`config.mk`:
```
export PLATFORM = sky130hd
export DESIGN_NAME = inst_sequencer
export DESIGN_NICKNAME = d
export VERILOG_FILES = /design/src/rtl/inst_sequencer.sv
export SDC_FILE = /design/constraint.sdc
export NUM_CORES = 1
export LEC_CHECK = 0
export CAP_MARGIN = 20
export CORE_AREA = 2 2 171 173
export DETAILED_ROUTE_END_ITERATION = 6
export DIE_AREA = 0 0 173 175
export DONT_BUFFER_PORTS = 1
export PLACE_DENSITY = 0.59
export REMOVE_ABC_BUFFERS = 1
export SYNTH_ARGS = -nofsm -noshare
export SYNTH_HDL_FRONTEND = slang
export SYNTH_SLANG_ARGS = --single-unit
```
`constraint.sdc`:
```
create_clock -name clk -period 7.2 [get_ports clk]
set_input_delay 0.36 -clock clk [delete_from_list [all_inputs] [get_ports clk]]
set_output_delay 0.36 -clock clk [all_outputs]
set_load 0.01 [all_outputs]
```
`src/rtl/inst_sequencer.sv`:
```
// rtl/inst_sequencer.sv - instruction-issue front end for the cpu controller FSM
//
// Holds a loadable program memory of 16-bit instructions and feeds them one
// at a time to the controller, issuing a one-cycle run strobe and waiting for
// the controller's done before moving to the next word.
//
// Optional feature macro: SEQ_TIMEOUT_EN (WAIT-state watchdog driving err).
//
// Ports:
//   clk        in   1         rising-edge clock
//   reset      in   1         synchronous, active-low
//   load_en    in   1         write load_data into mem[load_addr] (IDLE only)
//   load_addr  in   ADDR_W    program write address
//   load_data  in   16        instruction word
//   prog_len   in   ADDR_W+1  number of instructions, sampled at start
//   start      in   1         begin execution from address 0
//   done       in   1         controller completion
//   d_inst     out  16        registered instruction to the controller
//   run        out  1         one-cycle issue strobe
//   pc         out  ADDR_W    address of the current instruction
//   busy       out  1         high whenever not IDLE
//   prog_done  out  1         one-cycle pulse after the last instruction
//   err        out  1         sticky watchdog error (0 without the watchdog)

module inst_sequencer #(
  parameter int DEPTH   = 16,
  parameter int ADDR_W  = 4,
  parameter int TIMEOUT = 15
) (
  input  logic              clk,
  input  logic              reset,
  input  logic              load_en,
  input  logic [ADDR_W-1:0] load_addr,
  input  logic [15:0]       load_data,
  input  logic [ADDR_W:0]   prog_len,
  input  logic              start,
  input  logic              done,
  output logic [15:0]       d_inst,
  output logic              run,
  output logic [ADDR_W-1:0] pc,
  output logic              busy,
  output logic              prog_done,
  output logic              err
);

  typedef enum logic [1:0] {
    S_IDLE  = 2'd0,
    S_ISSUE = 2'd1,
    S_WAIT  = 2'd2
  } state_t;

  localparam logic [ADDR_W:0]   DEPTH_L = (ADDR_W+1)'(DEPTH);
  localparam logic [ADDR_W:0]   ONE_L   = (ADDR_W+1)'(1);
  localparam logic [ADDR_W-1:0] ADDR0   = '0;
  localparam logic [ADDR_W-1:0] ADDR1   = ADDR_W'(1);

  state_t            state;
  state_t            state_nxt;
  logic [15:0]       mem [DEPTH];
  logic [ADDR_W:0]   len;
  logic [ADDR_W:0]   eff_len;
  logic [ADDR_W-1:0] pc_inc;
  logic              start_acc;
  logic              last_inst;
  logic              done_ok;
  logic              wd_hit;

  // Lengths beyond the memory size are clamped so pc can never wrap.
  assign eff_len   = (prog_len > DEPTH_L) ? DEPTH_L : prog_len;
  assign start_acc = (state == S_IDLE) && start && (eff_len != '0);
  assign last_inst = ({1'b0, pc} == (len - ONE_L));
  assign pc_inc    = pc + ADDR1;
  // done only has meaning while an instruction is outstanding.
  assign done_ok   = (state == S_WAIT) && done;

`ifdef SEQ_TIMEOUT_EN
  logic [4:0] wd_cnt;

  // wd_cnt holds (WAIT cycles so far - 1), so the hit fires in the
  // TIMEOUT-th consecutive WAIT cycle without done.
  assign wd_hit = (state == S_WAIT) && !done && (wd_cnt == 5'(TIMEOUT - 1));

  always_ff @(posedge clk) begin
    if (!reset) begin
      wd_cnt <= 5'd0;
      err    <= 1'b0;
    end else begin
      wd_cnt <= (state == S_WAIT) ? wd_cnt + 5'd1 : 5'd0;
      if (start_acc) begin
        err <= 1'b0;
      end else if (wd_hit) begin
        err <= 1'b1;
      end
    end
  end
`else
  logic timeout_unused;

  // Without the watchdog WAIT lasts until done; TIMEOUT has no effect.
  assign timeout_unused = |5'(TIMEOUT);
  assign wd_hit         = 1'b0;
  assign err            = 1'b0;
`endif

  always_comb begin
    state_nxt = state;
    case (state)
      S_IDLE: begin
        if (start_acc) begin
          state_nxt = S_ISSUE;
        end
      end
      S_ISSUE: begin
        state_nxt = S_WAIT;
      end
      S_WAIT: begin
        if (done) begin
          state_nxt = last_inst ? S_IDLE : S_ISSUE;
        end else if (wd_hit) begin
          state_nxt = S_IDLE;
        end
      end
      default: begin
        state_nxt = S_IDLE;
      end
    endcase
  end

  always_ff @(posedge clk) begin
    if (!reset) begin
      state     <= S_IDLE;
      run       <= 1'b0;
      busy      <= 1'b0;
      prog_done <= 1'b0;
      pc        <= '0;
      d_inst    <= 16'h0000;
      len       <= '0;
    end else begin
      state     <= state_nxt;
      run       <= (state_nxt == S_ISSUE);
      busy      <= (state_nxt != S_IDLE);
      prog_done <= done_ok && last_inst;
      if (start_acc) begin
        len    <= eff_len;
        pc     <= ADDR0;
        d_inst <= mem[ADDR0];
      end else if (done_ok && !last_inst) begin
        // d_inst only changes on the edge that samples done, keeping it
        // stable for the controller throughout ISSUE and WAIT.
        pc     <= pc_inc;
        d_inst <= mem[pc_inc];
      end
    end
  end

  // Program memory is not reset. A start in the same cycle takes priority
  // over a load, and loads outside IDLE are dropped.
  always_ff @(posedge clk) begin
    if (reset && load_en && (state == S_IDLE) && !start_acc) begin
      mem[load_addr] <= load_data;
    end
  end

endmodule
```
==> Yosys cells after proc, flatten, opt, wreduce, memory -nomap -nowiden <==
Memory sizes are Yosys's and may differ from the RTL's.
Cells that the tools add are included.
{ "totals": {"input_bits": 30, "reg_bits": 30, "memories": 1, "ramBits": 256, "out_inout_bits": 24, "elab_cells": 40} }
{ "mem_list": {"columns": ["name", "words", "word_bits", "read_ports", "rd_ports_with_merged_regs", "wr", "line", "rtl"], "rows": [
  ["mem", 16, 16, 2, 0, 1, "59", "logic [15:0] mem [DEPTH];"]
]} }
{ "classes": {"mux": 9, "reduce_logical": 15, "addsub": 2, "bitwise": 1, "n_eq_ne": 4, "magnitude_cmp": 1} }
{ "ops": {"columns": ["cell", "count"], "rows": [
  ["16-bit two-way mux", 2],
  ["1-bit logical AND", 8],
  ["2-bit one-hot mux with 3 select lines", 1],
  ["4-bit by 5-bit == test with 1-bit output", 1],
  ["5-bit > comparator (second input constant)", 1],
  ["5-bit two-way mux", 1],
  ["5-bit nonzero test", 1],
  ["5-bit by 1-bit subtractor with 5-bit output (second input constant)", 1],
  ["4-bit by 1-bit adder with 4-bit output (second input constant)", 1],
  ["2-bit by 1-bit == test with 1-bit output (second input constant)", 2],
  ["2-bit two-way mux", 2],
  ["2-bit nonzero test", 2],
  ["1-bit two-way mux", 3],
  ["2-bit == test (second input constant)", 1],
  ["1-bit zero test", 2],
  ["2-bit zero test", 1],
  ["2-bit OR reduction", 1],
  ["1-bit NOT", 1]
]} }

==> Depth between registers and ports, before layout <==
Gate-level depths: netlist (run 1).
{ "logic_depth": {"ltp_word": 8, "depth_mapped": 9, "depth_no_buf": 8} }

==> Least setup slack after synthesis (run 1) <==
Ideal clock, no wire load.
{ "synth_path": {"kind": "input port to flip-flop", "startpoint": "in prog_len[0]", "endpoint": "mem mem[3][0], enable pin", "n_path_buf": 0, "setup_ns": 0.409, "path_slack_ns": 4.016, "arrival_time_ns": 2.774, "stages": 6, "required_ns": 6.791, "cell_sequence": "or4_4 o21ai_4 nand4_2 inv_1 nand3_1 nor3_1"} }
{ "synth_between": {"elab_chain_cells": 8} }
{ "synth_lines": {"columns": ["item", "line", "rtl"], "rows": [
  ["start, declared", "35", "input logic [ADDR_W:0] prog_len,"],
  ["5-bit > comparator", "69", "assign eff_len = (prog_len > DEPTH_L) ? DEPTH_L : prog_len;"],
  ["5-bit two-way mux (*)", "69", null],
  ["5-bit nonzero test (*)", "70", "assign start_acc = (state == S_IDLE) && start && (eff_len != '0);"],
  ["1-bit logical AND (*)", "70", null],
  ["1-bit zero test (*)", "159", "if (reset && load_en && (state == S_IDLE) && !start_acc) begin"],
  ["1-bit logical AND (*)", "159", null],
  ["1-bit two-way mux (*)", "159", null],
  ["1-bit two-way mux (not written as such) (*)", "160", "mem[load_addr] <= load_data;"],
  ["end, declared", "59", null]
]} }
Every way passes the cells marked *; elsewhere a longest branch is shown, timed or not.

==> Final worst setup path (run 1) <==
{ "layout_path": {"startpoint": "reg pc[0]", "endpoint": "reg d_inst[14]"} }
{ "layout_between": {"elab_chain_cells": 4, "elab_cells_between_ends": 8, "classes_between": "add/sub: 1; eq/ne: 1; mux: 2; reduce/logical: 3; memory: 1"} }
{ "layout_lines": {"columns": ["item", "line", "rtl"], "rows": [
  ["start, declared", "40", "output logic [ADDR_W-1:0] pc,"],
  ["start signal, assigned", "150", "pc <= pc_inc;"],
  ["4-bit by 1-bit adder with 4-bit output or 4-bit by 5-bit == test with 1-bit output (tied branches)", "72, 71", null],
  ["memory read 16 x 16 bit or 1-bit zero test (tied branches)", null, null],
  ["16-bit two-way mux or 1-bit logical AND (tied branches)", "147", "end else if (done_ok && !last_inst) begin"],
  ["16-bit two-way mux or 2-bit nonzero test (tied branches)", null, null],
  ["end signal, assigned", "146", "d_inst <= mem[ADDR0];"],
  ["end signal, assigned", "151", "d_inst <= mem[pc_inc];"],
  ["end, declared", "38", "output logic [15:0] d_inst,"]
]} }
Several ways; a longest one is shown, not always the timed one. The select of a mux whose other input is x is not followed.
A chain may end at the register's enable or synchronous reset.

==> flow_summary.ini, run 1 <==
[sta]
max_freq_mhz = 266
worst_hold_slack_ps = 24.7
finalSetupTns_ps = 0
min_period_ps = 3750
finalCritPeriodShare_pct = 52.1
setup_viol = 0
hold_viol_final = 0
rsz0062_at_grt = false
worst_pin_slew_ps = 1030
slew_viol_final = 0
max_slew_margin_pct = 31.4
finClkSkew_ps = 21.2

[worst_setup_path]
setup.worst_path.start = pc[0]
cp_num_buf_inv = 1
cpLargestDelayFamily = buffers and inverters
r2r-end = d_inst[14]
reg2reg_slack_ps = 3450
cp_cell_sequence = ha_2 > xor2_4 > buf_4 > mux2i_1 > a32oi_1 > a31oi_1 > nor3_1 > a22o_1
cp-start-kind = flop
path_class = reg2reg
crit_fanout = 75
required_ps = 7650
crit_slowest_cell = buf_4
max_stage_delay_ps = 910
r2r_cells = 8
cp-end-kind = flop
regToRegStartpoint = pc[0]
critPathArrivalTime_ps = 4210

[synth]
synth_warnings = 0
synth_top_area_share_pct = 68.8
synth_cell_type_count = 44
yosysTopAreaCell = edfxtp_1
synthMuxAreaShare_pct = 7.98
yosys.area_share.simple_pct = 9.24
synth-async-reset-ratio_pct = 0
synthXorXnorAreaFrac_pct = 0.941
synthesis.instances = 693
ys_ff_latch = 286
yosysSeqAreaShare_pct = 74.2
synth-compound-area-share_pct = 5.50
synth_edf_count = 256
syn_area_per_cell_um2 = 16.1
synth-adder-area-share_pct = 0.224
synth_area_um2 = 11200
synth_top_family_by_area = simple AND/OR/NAND/NOR gates
synth_area_leaders = edfxtp_1 (69%), mux4_2 (6.5%), dfxtp_1 (5.4%), nand2_1 (3.5%), nand3_1 (1.7%)
synthFlopType = edfxtp_1

[worst_hold_path]
hold_class = in2reg
min_to = len[1]
whs_path_depth = 2
hold_start = prog_len[1]

[cts]
cts_tree = done
clk_latency_ps = 560
cts_buffer_depth = 3
h-tree-depth = 1
numCtsBuffers = 30
root_buffer = clkbuf_16
ctsResizeCount = 0
clk_transition_reported_paths_ps = 60
clock_sinks = 286

[finish]
fillers = 2480
seqCellArea_um2 = 8290
nets = 760
syn_to_final_growth_pct = 15.8
drive_gt1_share_pct = 17.2
multi_input_area_um2 = 2750
n_antenna_cell = 0
final_util_pct = 45.5

[die]
core_um2 = 28400
design.portCount = 54
fp.dieH_um = 175
initial_core_util_pct = 39.3
die_area_um2 = 30300
row_count = 62
chipWidth_um = 173

[global_routing]
grt_pass1_vias = 6220
grt_pass1_wl_mm = 39.4
grt_max_degree = 76
grt_overflow_total = 0
grt_antenna_before_repair = 0
grt.total_usage_pct = 17.4

[power_and_ir_drop]
cellPowerDensity_nw_per_um2 = 276
worst_ir_drop_vdd_uv = 197
p_leak_nw = 4.10
p_total_mw = 3.57

[route]
detail-route-antenna-nets = 0
wirelength_mm = 26.6
num_vias = 6247
viasPerCell = 5.50
post_drt_wl_per_cell_um = 23.5
dr.pass1.iters = 5
drtIter0Drc = 606
drc = 0

[placed_design]
dp_hpwl_mm = 15.3
io_buffers = 0
gp_congestion = 0.802

[run]
drv_cap = 0

[status]
status = completed
==> how the worst max path moves through the flow <==
stage	endpoint	slack [ps]	depth (start not counted)
after global routing	d_inst[8]	3220	7
after global placement	d_inst[14]	3530	8
final	d_inst[14]	3450	8
after CTS	d_inst[14]	3420	8
after floorplan	d_inst[14]	920	6
after detailed placement	d_inst[14]	3440	8
==> per-stage QoR <==
step / instance area (µm²) / instances / setup WS, ps
2_1_floorplan: 11000 / 654 / 922
3_3_place_gp: 11700 / 1060 / 3530
3_5_place_dp: 11700 / 1060 / 3440
4_1_cts: 12900 / 1135 / 3420
5_1_grt: 12900 / 1135 / 3220
6_report: 12900 / 1135 / 3450
==> registers in the layout, summed over array words and instances, names as in the netlist <==
| signal | cells |
|---|---|
| busy | 1 |
| prog_done | 1 |
| run | 1 |
| len | 5 |
| mem | 256 |
| pc | 4 |
| d_inst | 16 |
| state | 2 |
==> routing by layer <==
metal	vias to the layer above	track usage [%]	part of all wire, %
met3	45	3.42	8.1
met5	-	0	0
li1	2757	-	-
met4	0	5.90	2.7
met1	3181	23.5	41
met2	264	28.3	48
==> layout by cell type (no fill, tap or decap), types with 4 or more instances in the layout <==
cell	n
dlygate4sd3_1	20
clkinv_1	6
nand2_1	103
nor3_1	17
edfxtp_1	256
bufinv_16	6
buf_4	22
nand3_1	37
a22o_1	16
a32oi_1	16
nor2_1	27
mux2i_1	17
o22ai_1	16
a31oi_1	16
dfxtp_1	30
a22oi_1	5
clkbuf_1	6
nor3_2	4
clkbuf_16	30
nor2_2	11
xor2_1	7
mux4_2	32
nor2b_1	8
==> worst register-to-register path, cell delays in order, from the launching register on <==
cell and delay (ps):
dfxtp_1 740, ha_2 400, xor2_4 600, buf_4 910
mux2i_1 360, a32oi_1 110, a31oi_1 230, nor3_1 70
a22o_1 230
==> synth_stat cells (2+ instances only) <==
library cell / n
mux2i_1: 17
nand3_1: 37
a22oi_1: 5
o22ai_1: 16
dfxtp_1: 30
xnor2_1: 4
a31oi_1: 16
inv_1: 3
buf_2: 16
buf_4: 8
nand2_4: 3
mux4_2: 32
nor2_1: 38
a32oi_1: 16
nor2b_1: 9
ha_1: 2
nand3b_1: 2
xor2_1: 8
a22o_1: 16
buf_1: 3
nand2_1: 103
clkbuf_1: 12
nor3_1: 20
nand2b_1: 2
edfxtp_1: 256
==> power by group <==
group          leakage (nW)  internal (mW)  switching, mW
logic                  1.04         0.0420         0.0778
clock network         0.505          0.989          0.620
registers              2.55           1.83         0.0200
==> layout make-up <==
type                            instances  area share [%]
Timing Repair Buffer                   42            2.83
Multi-Input combinational cell        365            21.2
Tap cell                              384            3.72
Clock inverter                         18            1.95
Sequential cell                       286            64.1
Clock buffer                           37            6.09
Inverter                                3          0.0871
==> cell families after synthesis <==
| kind of cell | Yosys count |
|---|---|
| adders and majority gates | 2 |
| AOI/OAI and AO/OA | 77 |
| xor gates and xnor gates | 12 |
| buffers and inverters | 42 |
| muxes | 49 |
| and+or+nand+nor | 224 |
| DFF | 286 |
| other | 1 |
==> timing repair <==
action / CTS / global route
hold buffers: 20 / 0
setup buffers: 0 / 0
endpoints found under the hold margin: 268 / 0
(Power assumes the default switching activity.)
==> run 2, diff against run 1 <==
==> constraint.sdc (replaced) <==
create_clock -name clk -period 3.7 [get_ports clk]
set_input_delay 0.185 -clock clk [delete_from_list [all_inputs] [get_ports clk]]
set_output_delay 0.185 -clock clk [all_outputs]
set_load 0.01 [all_outputs]
==> flow_summary.ini, run 2 (synthesis results as in run 1) <==
[worst_setup_path]
cp-end-kind = flop
r2r_cells = 7
cp-start-kind = flop
max_stage_delay_ps = 860
required_ps = 3900
crit_fanout = 5
crit_slowest_cell = dlygate4sd3_1
critPathArrivalTime_ps = 2850
path_class = reg2reg
cp_cell_sequence = nor3b_1 > o21ai_4 > nand4_2 > nor2_1 > nand2_1 > nor3_2 > dlygate4sd3_1

[sta]
slew_viol_final = 0
hold_viol_final = 0
finalCritPeriodShare_pct = 71.5
worst_pin_slew_ps = 825
worst_hold_slack_ps = 38.7
setup_viol = 0
finClkSkew_ps = 24.8
finalSetupTns_ps = 0
min_period_ps = 2650
max_slew_margin_pct = 45.0
worst_slack_ps = 1050
max_freq_mhz = 378
rsz0062_at_grt = false

[finish]
final_cell_mix = edfxtp_1 (256), nand2_1 (103), nand3_1 (37)
fillers = 2506
final_util_pct = 46.0
largest_reg_flops = 256
design_area_um2 = 13100
syn_to_final_growth_pct = 17.0
regMostFlops = mem
nets = 772
final_cells = 1147
top_regs = mem (256), d_inst (16), len (5)
drive_gt1_share_pct = 18.1
final_common_cell = edfxtp_1

[route]
drc = 0
post_drt_wl_per_cell_um = 23.6
drtIter0Drc = 451
viasPerCell = 5.44
dr.pass1.iters = 5
num_vias = 6236
wirelength_mm = 27.0
detail-route-antenna-nets = 0

[placed_design]
gp_congestion = 0.799
placed_cells = 1068
io_buffers = 0
post_dp_cell_area_um2 = 11800
dp_hpwl_mm = 15.5
dp_slack_ps = 1030

[die]
chipWidth_um = 173
initial_core_util_pct = 39.3
design.portCount = 54
row_count = 62
core_um2 = 28400
die_area_um2 = 30300
fp.dieH_um = 175

[cts]
numCtsBuffers = 28
clock_sinks = 286
root_buffer = clkbuf_16
clk_transition_reported_paths_ps = 60
hold_buffers = 26
cts_buffer_depth = 3
h-tree-depth = 1
cts_tree = done
clk_latency_ps = 560
cts_setup_buffers = 0
ctsResizeCount = 0

[run]
drv_cap = 0

[power_and_ir_drop]
p_leak_nw = 4.16
cellPowerDensity_nw_per_um2 = 529
p_total_mw = 6.91
worst_ir_drop_vdd_uv = 414

[global_routing]
grt_pass1_vias = 6346
grt_max_degree = 54
grt_antenna_before_repair = 2
grt.total_usage_pct = 17.9
grt_overflow_total = 0
grt_pass1_wl_mm = 40.3

[worst_hold_path]
whs_path_depth = 2
hold_class = in2reg

[status]
status = completed
==> run 2: cell type report <==
class | count | area (µm²) | area share, %
Tap cell | 384 | 480 | 3.68
Clock buffer | 33 | 749 | 5.74
Antenna cell | 1 | 2.50 | 0.0192
Sequential cell | 286 | 8290 | 63.4
Inverter | 3 | 11.3 | 0.0862
Multi-Input combinational cell | 365 | 2740 | 21.0
Timing Repair Buffer | 56 | 510 | 3.91
Clock inverter | 19 | 283 | 2.16
==> run 2: metal layers <==
| layer | wire [µm] | GRT usage, % |
|---|---|---|
| met5 | 11 | 0 |
| met4 | 686 | 5.12 |
| met3 | 2160 | 4.55 |
| met2 | 12600 | 28.8 |
| met1 | 11500 | 24.2 |
==> run 2: power breakdown <==
group	switching, mW	internal, mW	total [mW]
logic	0.156	0.0869	0.243
registers	0.0380	3.55	3.59
clock network	1.20	1.88	3.08
total	1.40	5.52	6.91
==> run 2: final timing paths <==
kind | from | end | slack (ps)
worst max-delay path | state[0] | mem[1][0] | 1050
worst min-delay path | load_addr[3] | mem[1][10] | 40
worst max register to register | state[0] | mem[1][0] | 1050
worst min register to register | d_inst[1] | d_inst[1] | 580
==> run 2: worst max-delay path: cells and delay by family (launching register included) <==
family                 cells  cell delay (ps)
AOI/OAI and AO/OA          1               80
DFF                        1              380
and+or+nand+nor            5              980
buffers and inverters      1              860
